## src/rtl/im_fetch_cache.sv

```systemverilog
// Direct-mapped, one-word-per-line instruction cache in front of the MEM instruction port.
// Holds off fetches until boot copy completes and keeps saturating hit/miss counters.
`timescale 1ns/1ps
module im_fetch_cache #(
  parameter int unsigned LINES  = 16,
  parameter int unsigned ADDR_W = 22
) (
  input  logic              clk_in,
  input  logic              rst_in,
  input  logic              start,
  input  logic              flush,
  input  logic              cpu_req,
  input  logic [ADDR_W-1:0] cpu_addr,
  output logic              cpu_rdy,
  output logic [31:0]       cpu_data,
  output logic              im_work,
  output logic [ADDR_W-1:0] im_addr,
  input  logic [31:0]       im_dataout,
  input  logic              en,
  output logic [15:0]       hit_cnt,
  output logic [15:0]       miss_cnt
);

  localparam int unsigned IDX_W  = $clog2(LINES);
  localparam int unsigned TAG_W  = ADDR_W - IDX_W;
  localparam int unsigned DATA_W = 32;
  localparam int unsigned CNT_W  = 16;

  typedef enum logic [1:0] {IDLE, FILL, DONE} state_t;

  state_t              state_q, state_d;
  logic [LINES-1:0]    valid_q, valid_d;
  logic                flush_pend_q, flush_pend_d;
  logic                cpu_rdy_d, im_work_d;
  logic [DATA_W-1:0]   cpu_data_d;
  logic [ADDR_W-1:0]   im_addr_d;
  logic [CNT_W-1:0]    hit_cnt_d, miss_cnt_d;
  logic                fill_we;

  logic [TAG_W-1:0]    tag_ram  [LINES];
  logic [DATA_W-1:0]   data_ram [LINES];

  logic [IDX_W-1:0]    req_idx, fill_idx;
  logic [TAG_W-1:0]    req_tag, fill_tag;
  logic                hit;

  assign req_idx  = cpu_addr[IDX_W-1:0];
  assign req_tag  = cpu_addr[ADDR_W-1:IDX_W];
  assign fill_idx = im_addr[IDX_W-1:0];
  assign fill_tag = im_addr[ADDR_W-1:IDX_W];
  assign hit      = valid_q[req_idx] && (tag_ram[req_idx] == req_tag);

  // Next-state and next-output logic; everything defaults to holding its value.
  always_comb begin
    state_d      = state_q;
    valid_d      = valid_q;
    flush_pend_d = flush_pend_q;
    cpu_rdy_d    = cpu_rdy;
    cpu_data_d   = cpu_data;
    im_work_d    = im_work;
    im_addr_d    = im_addr;
    hit_cnt_d    = hit_cnt;
    miss_cnt_d   = miss_cnt;
    fill_we      = 1'b0;
    case (state_q)
      IDLE: begin
        if (flush) begin
          valid_d = '0;
        end else if (start && cpu_req && hit) begin
          cpu_data_d = data_ram[req_idx];
          cpu_rdy_d  = 1'b1;
          hit_cnt_d  = (hit_cnt == '1) ? hit_cnt : hit_cnt + CNT_W'(1);
          state_d    = DONE;
        end else if (start && cpu_req) begin
          im_work_d  = 1'b1;
          im_addr_d  = cpu_addr;
          miss_cnt_d = (miss_cnt == '1) ? miss_cnt : miss_cnt + CNT_W'(1);
          state_d    = FILL;
        end
      end
      FILL: begin
        if (flush) flush_pend_d = 1'b1;
        if (en) begin
          cpu_data_d = im_dataout;
          cpu_rdy_d  = 1'b1;
          im_work_d  = 1'b0;
          state_d    = DONE;
          // A flush seen anywhere in the fill makes the returned word stale for caching.
          if (!flush_pend_q && !flush) begin
            fill_we           = 1'b1;
            valid_d[fill_idx] = 1'b1;
          end else begin
            valid_d      = '0;
            flush_pend_d = 1'b0;
          end
        end
      end
      DONE: begin
        cpu_rdy_d = 1'b0;
        state_d   = IDLE;
      end
      default: state_d = IDLE;
    endcase
  end

  always_ff @(posedge clk_in or negedge rst_in) begin
    if (!rst_in) begin
      state_q      <= IDLE;
      valid_q      <= '0;
      flush_pend_q <= 1'b0;
      cpu_rdy      <= 1'b0;
      cpu_data     <= '0;
      im_work      <= 1'b0;
      im_addr      <= '0;
      hit_cnt      <= '0;
      miss_cnt     <= '0;
    end else begin
      state_q      <= state_d;
      valid_q      <= valid_d;
      flush_pend_q <= flush_pend_d;
      cpu_rdy      <= cpu_rdy_d;
      cpu_data     <= cpu_data_d;
      im_work      <= im_work_d;
      im_addr      <= im_addr_d;
      hit_cnt      <= hit_cnt_d;
      miss_cnt     <= miss_cnt_d;
    end
  end

  // Tag/data storage carries no reset; valid bits alone qualify contents.
  always_ff @(posedge clk_in) begin
    if (fill_we) begin
      tag_ram[fill_idx]  <= fill_tag;
      data_ram[fill_idx] <= im_dataout;
    end
  end

endmodule

```

## config.mk

```make
export PLATFORM = sky130hd
export DESIGN_NAME = im_fetch_cache
export DESIGN_NICKNAME = d
export VERILOG_FILES = /design/src/rtl/im_fetch_cache.sv
export SDC_FILE = /design/constraint.sdc
export NUM_CORES = 1
export LEC_CHECK = 0
export CORE_MARGIN = 5
export CORE_UTILIZATION = 30
export DETAILED_ROUTE_END_ITERATION = 10
export RECOVER_POWER = 100
export SYNTH_ARGS = -nofsm -noshare
export SYNTH_HDL_FRONTEND = slang
export SYNTH_SLANG_ARGS = --single-unit
```

## constraint.sdc

```tcl
create_clock -name clk_in -period 6.55 [get_ports clk_in]
set_input_delay 0.9825 -clock clk_in [delete_from_list [all_inputs] [get_ports clk_in]]
set_output_delay 0.9825 -clock clk_in [all_outputs]
set_load 0.01 [all_outputs]
```

# --- After elaboration in Yosys (flattened, before gate mapping) ---
# Memories as Yosys holds them, arrays and structs flattened.
# Index checks and enable logic that the tools add are counted.
totals:
  mem_count: 2
  output_inout_bits: 88
  elab_cells: 85
  reg_bits: 107
  ram_bits: 800
  input_bits: 60
memory_table:
  columns: ["memory", "depth", "word_bits", "read_ports", "rd_ports_with_merged_regs", "wr", "line", "text"]
  rows:
  - ["data_ram", 16, 32, 1, 0, 1, "41", "logic [DATA_W-1:0] data_ram [LINES];"]
  - ["tag_ram", 16, 18, 1, 0, 1, "40", "logic [TAG_W-1:0] tag_ram [LINES];"]
classes:
  add_sub_neg: 2
  order_cmp: 3
  reduce_logical: 18
  muxes: 34
  n_bitwise: 5
  n_eq_ne: 12
ops:
  columns: ["op", "n"]
  rows:
  - ["$mux W32", 3]
  - ["$pmux W32 S2", 1]
  - ["$mux W16", 3]
  - ["$add A16 B1 Y16 const B", 2]
  - ["$eq A16 B16 Y1 const B", 2]
  - ["$pmux W16 S2", 1]
  - ["$eq A18 B18 Y1", 1]
  - ["$mux W1", 17]
  - ["$or A16 B16 Y16", 1]
  - ["$reduce_and A4 Y1", 4]
  - ["$ne A2 B2 Y1 const B", 6]
  - ["$lt A4 B5 Y1 const B", 2]
  - ["$reduce_and A5 Y1", 2]
  - ["$mux W2", 4]
  - ["$reduce_and A3 Y1", 2]
  - ["$logic_and A1 B1 Y1", 5]
  - ["$bmux W1 S4", 1]
  - ["$demux W1 S4", 1]
  - ["$ge A4 B1 Y1 const B", 1]
  - ["$not A1 Y1", 4]
  - ["$pmux W2 S2", 1]
  - ["$ne A3 B3 Y1 const B", 1]
  - ["$pmux W1 S3", 1]
  - ["$reduce_bool A3 Y1", 1]
  - ["6 further kinds", 7]

# --- Depth between registers and ports, before layout ---
# Gate-level depths: netlist of run 1.
logic_depth:
  depth_word: 8
  ltp_mapped: 16
  ltp_nobuf: 9

# --- Least setup slack after synthesis of run 1 ---
# No wires, ideal clock.
synth_timing:
  path_type: "in2reg"
  startpoint: "input port en"
  endpoint: "memory data_ram[4][0], enable pin"
  path_buffers: 0
  setup_ps: 519
  setup_slack_ps: 1099
  required_time_ps: 6031
  path_stages: 4
  arrival_time_ps: 4932
  path_cell_list: "nand2_1 nor3_1 nand3b_1 nor3_1"
synth_between:
  elab_chain_cells: 4
synth_lines:
  columns: ["item", "line", "text"]
  rows:
  - ["start: declaration", "19", "input logic en,"]
  - ["$mux W1", "83", "if (en) begin"]
  - ["$mux W1", "65", "case (state_q)"]
  - ["$mux W1", "132", "if (fill_we) begin"]
  - ["$mux W1 (implied by the code)", "134", "data_ram[fill_idx] <= im_dataout;"]
  - ["end: declaration", "41", null]
# Every way passes these cells.

# --- Worst setup path in the final report of run 1 ---
layout_timing:
  startpoint: "input port cpu_addr[0]"
  endpoint: "register cpu_data[24]"
layout_between:
  elab_chain_cells: 6
  word_cells_on_any_way: 12
  cone_classes: "eq/ne: 2; mux: 5; reduce/logical: 3; memory: 2"
layout_lines:
  columns: ["item", "line", "text"]
  rows:
  - ["start: declaration", "13", "input logic [ADDR_W-1:0] cpu_addr,"]
  - ["$mem_v2 Z16 W18 or $bmux W1 S4 (tied branches)", null, null]
  - ["$eq A18 B18 Y1 or $mux W1 (tied branches)", "51", "assign hit = valid_q[req_idx] && (tag_ram[req_idx] == req_tag);"]
  - ["$logic_and A1 B1 Y1", "51", null]
  - ["$logic_and A1 B1 Y1", "69", "end else if (start && cpu_req && hit) begin"]
  - ["$ne A2 B2 Y1 (no source line)", null, null]
  - ["$reduce_and A4 Y1 (no source line)", null, null]
  - ["end signal: assignment", "122", "cpu_data <= cpu_data_d;"]
  - ["end: declaration", "15", "output logic [31:0] cpu_data,"]
# Several ways; a longest one is shown, not always the timed one. The select of a mux whose other input is x is not followed.
# A chain may end at the register's enable or synchronous reset.

==> flow_metrics.env, run 1 <==
export IMPL_status="complete, but fails checks"
export IMPL_failed_checks="capacitance limit, slew limit"
export IMPL_cts_sink_count=907
export IMPL_crit_cells=12
export IMPL_skew_ns=0.0255
export IMPL_synth_avg_cell_area_sq_um=20.9
export IMPL_core_area_sq_um=119000
export IMPL_slew_viol_final=741
export IMPL_slowest_stage="clkbuf_1"
export IMPL_wirelength_um=89400
export IMPL_ys_warn_count=0
export IMPL_wl_per_cell_um=24.7
export IMPL_hold_buffers=0
export IMPL_cts_setup_buffers=0
export IMPL_ys_types=66
export IMPL_p_clk_share_pct=36.5
export IMPL_reg2reg_depth=8
export IMPL_final_setup_tns_ns=0
export IMPL_yosys_area_share_simple_pct=2.78
export IMPL_worstPathCellList="buf_8 > clkbuf_1 > mux4_2 > mux2_2 > a22oi_1 > xnor2_1 > or4_1 > nor4_1 > buf_4 > a21oi_4 > buf_4 > mux2_1"
export IMPL_fin_area_sq_um=42200
export IMPL_synth_top_cells_by_area="edfxtp_1 (67%), mux4_2 (13%), dfrtp_1 (7.4%)"
export IMPL_cts_repair_resized=0
export IMPL_port_buffers=147
export IMPL_fmax_ghz=0.184
export IMPL_synthXorXnorAreaFrac_pct=1.12
export IMPL_multi_input_area_sq_um=8720
export IMPL_synth_compound_area_share_pct=1.88
export IMPL_p_int_w=0.0106
export IMPL_route_detailed_drc=0
export IMPL_period_share_pct=82.9
export IMPL_grt_pass1_vias=18700
export IMPL_p_sw_share_pct=24.7
export IMPL_grt_max_degree=84
export IMPL_crit_top_cell="buf_4"
export IMPL_grt_pass1_wl_um=131000
export IMPL_clockBufferDepth=3
export IMPL_place_gp_congestion=0.784
export IMPL_hp_class="register to register"
export IMPL_layout_nets=1982
export IMPL_chipWidth_um=356
export IMPL_grt_overflow=0
export IMPL_wl_met3_um=5150
export IMPL_p_comb_share_pct=11.7
export IMPL_irDropWorstVdd_mv=0.194
export IMPL_critPathKind="input pin to register"
export IMPL_yosys_area_top_type="edfxtp_1"
export IMPL_finalCriticalPeriod_ns=5.43
export IMPL_fill_cells=11100
export IMPL_p_leak_nw=13.8
export IMPL_rows=127
export IMPL_synth_async_reset_ratio_pct=11.8
export IMPL_drt_first_iter_violations=1462
export IMPL_cts_tree="built"
export IMPL_synth_top_area_share_pct=66.8
export IMPL_path_delay_family="buffers and inverters"
export IMPL_placed_area_sq_um=39500
export IMPL_vias=17900
export IMPL_finalSetupViolations=0
export IMPL_ys_ff_latch=907
export IMPL_antenna_left=0
export IMPL_rsz0062_at_grt="false"
export IMPL_cts_buffers_inserted=90
export IMPL_cp_buffers_inverters=4
export IMPL_drtPass1Iterations=5
export IMPL_area_growth_pct=17.3
export IMPL_wl_met2_um=44200
export IMPL_highest_layer="met5"
export IMPL_muxShareOfSynthArea_pct=18.4
export IMPL_globalRouteTotalUtil_pct=13.9
export IMPL_die_height_um=356
export IMPL_drive_gt1_share_pct=22.9
export IMPL_max_slew_margin_pct=-89.6
export IMPL_p_switching_w=0.00348
export IMPL_required_ns=7.06
export IMPL_ys_top_cells_by_count="edfxtp_1 (800), mux4_2 (208), dfrtp_1 (107)"
export IMPL_num_io_pins=148
export IMPL_synth_yosys_seq_area_share_pct=74.3
export IMPL_hold_depth=1
export IMPL_yosysMostFrequentCell="edfxtp_1"
export IMPL_via_per_inst=4.97
export IMPL_clockRootBuffer="clkbuf_16"
export IMPL_clk_latency_ns=0.64
export IMPL_initial_utilization_pct=30.1
export IMPL_syn_area_sq_um=36000
export IMPL_p_per_area_nw_per_um2=334
export IMPL_ys_flop_type="edfxtp_1"
export IMPL_antenna_found_initial=22
export IMPL_start_kind="input pin"
export IMPL_synth_fa_ha_area_share_pct=0.174
export IMPL_crit_path_max_fanout=83
export IMPL_drv_cap=21
export IMPL_crit_arrival_ns=5.94
export IMPL_routedLengthMet1_um=38200
export IMPL_max_stage_delay_ns=0.93
export IMPL_finalHoldViolCount=0
export IMPL_regArea_sq_um=26700
export IMPL_worst_pin_slew_ns=2.84
export IMPL_synth_top_family_by_area="multiplexers"
export IMPL_synthesis_nets=1787
export IMPL_die_area_sq_um=127000
export IMPL_critPathCaptureType="register"
export IMPL_synth_edf_count=800
export IMPL_cts_max_level=3
export IMPL_seqPwrFrac_pct=51.7
export IMPL_synth_cells=1722
export IMPL_place_hpwl_um=49200
export IMPL_path_clk_slew_ns=0.06
cell type report:
cell class | count | share of cell area (%)
flip-flops and latches | 907 | 63.3
multi-input cells | 716 | 20.7
clock buffers | 138 | 6.18
well taps | 1612 | 4.78
repair buffers | 189 | 4.06
clock inverters | 32 | 0.845
inverters | 13 | 0.119
diodes | 6 | 0.0356
placed cells by master (no fill, tap or decap), types with 12 or more instances in the layout:
cell               n
clkbuf_16         93
nand2_1           34
a21oi_1           22
clkbuf_1          49
clkbuf_8          12
nand4_1           13
a221oi_1          13
nand2b_1          12
nand3_1           22
buf_4             17
mux2_1            28
nor2_1            49
dfrtp_1          107
xnor2_1           31
clkdlybuf4s50_1   22
mux2i_1           71
inv_1             12
edfxtp_1         800
mux4_2           208
xor2_1            13
dlygate4sd3_1    120
mux2_2            67
power by group through the flow:
stage / logic, W / registers, W / clock network, W
6_report: 0.00165 / 0.00728 / 0.00514
5_1_grt: 0.00178 / 0.00734 / 0.00552
4_1_cts: 0.00188 / 0.00730 / 0.00525
3_5_place_dp: 0.00187 / 0.00741 / 0
3_3_place_gp: 0.00184 / 0.00737 / 0
2_1_floorplan: 0.000933 / 0.00731 / 0
through the flow:
step                utilization [%]  hold slack, ns  instances  power, W  setup slack [ns]
floorplan                         -           0.457       1722   0.00824              1.10
global placement               33.0           0.472       3437   0.00921              1.12
detailed placement             33.0           0.482       3437   0.00928              1.02
CTS                            35.5           0.265       3607    0.0144              1.71
global route                   35.3           0.510       3608    0.0146             0.823
finish                         35.3           0.484       3613    0.0141              1.12
cells by family (layout without fill, tap and decap cells):
| kind of cell | Yosys count | count (layout) |
|---|---|---|
| flip-flops | 907 | 907 |
| AND/OR/NAND/NOR | 196 | 196 |
| other | 0 | 6 |
| buffers and inverters | 99 | 372 |
| multiplexers | 377 | 377 |
| AO/OA/AOI/OAI | 93 | 93 |
| XOR/XNOR | 45 | 45 |
| adder cells (fa/ha/maj) | 5 | 5 |
registers in the layout, indices dropped and copies added (netlist names):
register and flops:
miss_cnt 16, cpu_data 32, state_q 2, valid_q 16
cpu_rdy 1, flush_pend_q 1, data_ram 512, tag_ram 288
im_addr 22, hit_cnt 16, im_work 1
path summary, 6_finish.rpt:
check                      slack [ns]   startpoint               to
hold reg to reg                  0.48  cpu_data[6]      cpu_data[6]
hold / removal                   0.48  cpu_data[6]      cpu_data[6]
setup / recovery                 1.12  cpu_addr[0]     cpu_data[24]
max in group asynchronous        2.04       rst_in      hit_cnt[14]
min in group asynchronous        1.26       rst_in       im_addr[6]
setup reg to reg                 1.18   state_q[1]  data_ram[2][28]
metal layers:
layer / GRT usage [%] / vias to the layer above
met1: 19.3 / 9680
met4: 3.06 / 6
met3: 2.36 / 136
met2: 23.2 / 641
met5: 0 / -
li1: - / 7483
worst reg2reg max path: stages, from the launching register on:
cell and delay, ns:
dfrtp_1 0.38, inv_1 0.11, ha_1 0.17, buf_4 0.61, nand2_1 0.17, nor3_1 0.42, nand2_1 0.26, nor2_1 1.90
clkbuf_2 0.97
Power figures use the tool's default switching activity.
==> run 2, diff against run 1 <==
==> constraint.sdc (replaced) <==
create_clock -name clk_in -period 5.15 [get_ports clk_in]
set_input_delay 0.7725 -clock clk_in [delete_from_list [all_inputs] [get_ports clk_in]]
set_output_delay 0.7725 -clock clk_in [all_outputs]
set_load 0.01 [all_outputs]
==> flow_metrics.env, run 2 (synthesized netlist as in run 1, its figures left out) <==
export IMPL_area_growth_pct=17.9
export IMPL_drt_first_iter_violations=1680
export IMPL_period_share_pct=86.6
export IMPL_drive_gt1_share_pct=23.8
export IMPL_finalSetupViolations=0
export IMPL_antenna_found_initial=20
export IMPL_critPathKind="input pin to register"
export IMPL_crit_path_max_fanout=12
export IMPL_clockBufferDepth=3
export IMPL_multi_input_area_sq_um=8700
export IMPL_cts_buffers_inserted=92
export IMPL_final_util_pct=35.5
export IMPL_die_area_sq_um=127000
export IMPL_fin_cells=3637
export IMPL_rrSetupSlack_ns=1.03
export IMPL_crit_arrival_ns=4.72
export IMPL_finalHoldViolCount=0
export IMPL_worst_pin_slew_ns=2.60
export IMPL_finalCriticalPeriod_ns=4.46
export IMPL_reg2reg_depth=7
export IMPL_placed_cells=3460
export IMPL_drtPass1Iterations=6
export IMPL_die_height_um=356
export IMPL_reg_top3="data_ram: 512 flops, tag_ram: 288 flops, cpu_data: 32 flops"
export IMPL_fmax_ghz=0.224
export IMPL_critPathCaptureType="register"
export IMPL_rows=127
export IMPL_irDropWorstVdd_mv=0.277
export IMPL_fill_cells=11100
export IMPL_grt_max_degree=80
export IMPL_vias=18000
export IMPL_top_register="data_ram"
export IMPL_core_area_sq_um=119000
export IMPL_wirelength_um=90700
export IMPL_skew_ns=0.0339
export IMPL_initial_utilization_pct=30.1
export IMPL_cts_repair_resized=0
export IMPL_antenna_left=0
export IMPL_dp_slack_ns=0.411
export IMPL_place_hpwl_um=52000
export IMPL_required_ns=5.42
export IMPL_slowest_stage="nor2_1"
export IMPL_layout_nets=2007
export IMPL_regArea_sq_um=26700
export IMPL_via_per_inst=4.94
export IMPL_final_cell_mix="edfxtp_1 (800), mux4_2 (208), dlygate4sd3_1 (121)"
export IMPL_layout_setup_ws_ns=0.691
export IMPL_cts_setup_buffers=0
export IMPL_grtUsageMet2_pct=23.8
export IMPL_route_detailed_drc=0
export IMPL_layout_commonest_cell="edfxtp_1"
export IMPL_drv_cap=19
export IMPL_cts_max_level=3
export IMPL_cp_buffers_inverters=2
export IMPL_largest_register_ff_count=512
export IMPL_hold_buffers=0
export IMPL_status="complete, but fails checks"
export IMPL_slew_viol_final=474
export IMPL_max_slew_margin_pct=-73.4
export IMPL_p_per_area_nw_per_um2=423
export IMPL_use_met1_pct=19.0
export IMPL_final_setup_tns_ns=0
export IMPL_use_met3_pct=2.82
export IMPL_place_gp_congestion=0.767
export IMPL_path_delay_family="simple AND/OR/NAND/NOR gates"
export IMPL_num_io_pins=148
export IMPL_port_buffers=147
export IMPL_wl_per_cell_um=24.9
export IMPL_hp_class="input pin to asynchronous set/reset pin"
export IMPL_path_clk_slew_ns=0.06
export IMPL_cts_tree="built"
export IMPL_reg2reg_from="state_q[1]"
export IMPL_grt_pass1_wl_um=131000
export IMPL_grt_overflow=0
export IMPL_globalRouteTotalUtil_pct=14.1
export IMPL_start_kind="input pin"
export IMPL_power_total_w=0.0180
export IMPL_failed_checks="capacitance limit, slew limit"
export IMPL_clk_latency_ns=0.66
export IMPL_p_leak_nw=13.9
export IMPL_rsz0062_at_grt="false"
export IMPL_r2r_end="tag_ram[6][11]"
export IMPL_clockRootBuffer="clkbuf_16"
export IMPL_gr_max_usage_layer="met2"
export IMPL_chipWidth_um=356
export IMPL_grt_pass1_vias=18600
export IMPL_max_stage_delay_ns=1.39
export IMPL_worstPathCellList="dlygate4sd3_1 > nand2_1 > nor3_1 > nand3b_1 > nor2_1 > clkbuf_1"
export IMPL_cts_sink_count=907
-- run 2: cell count changes in the layout (fill, tap and decap cells not counted), sizes merged --
cell,change
bufinv,-2
clkinvlp,+1
clkdlybuf4s50,-1
diode,-2
clkinv,+11
clkbuf,-3
buf,+18
dlygate4sd3,+1
inv,+1
-- run 2: power by group --
part | switching, W | leakage (nW) | internal, W
sequential | 0.000608 | 8.56 | 0.00871
combinational | 0.00110 | 3.90 | 0.000967
clock | 0.00283 | 1.46 | 0.00373
total | 0.00454 | 13.9 | 0.0134
-- run 2: layer usage --
layer	wire, um	vias up
met4	1690	14
met1	38000	9680
met2	45200	600
met5	82	-
met3	5740	143
li1	-	7546
-- run 2: metrics by stage --
stage / hold WS [ns] / instance area, sq um
after global routing: 0.227 / 42400
after global placement: 0.475 / 39700
after floorplan: 0.457 / 36000
final: 0.186 / 42400
after detailed placement: 0.481 / 39700
after CTS: 0.186 / 42700
-- run 2: layout make-up --
type                            instances  share of cell area [%]
Antenna cell                            4                  0.0236
Clock buffer                          130                    6.10
Clock inverter                         43                   0.918
Inverter                               13                   0.118
Multi-Input combinational cell        716                    20.5
Sequential cell                       907                    63.0
Tap cell                             1612                    4.76
Timing Repair Buffer                  212                    4.60
-- run 2: worst max path at each step --
| stage | slack (ns) | from | to | cells after the start |
|---|---|---|---|---|
| after detailed placement | 0.41 | cpu_addr[2] | im_addr[10] | 12 |
| after CTS | 1.11 | cpu_addr[2] | im_addr[9] | 12 |
| after floorplan | 1.17 | cpu_addr[0] | cpu_data[10] | 11 |
| after global routing | 0.46 | cpu_addr[2] | im_addr[9] | 12 |
| after global placement | 0.39 | cpu_addr[2] | cpu_data[14] | 12 |
| final | 0.69 | en | tag_ram[6][11] | 6 |
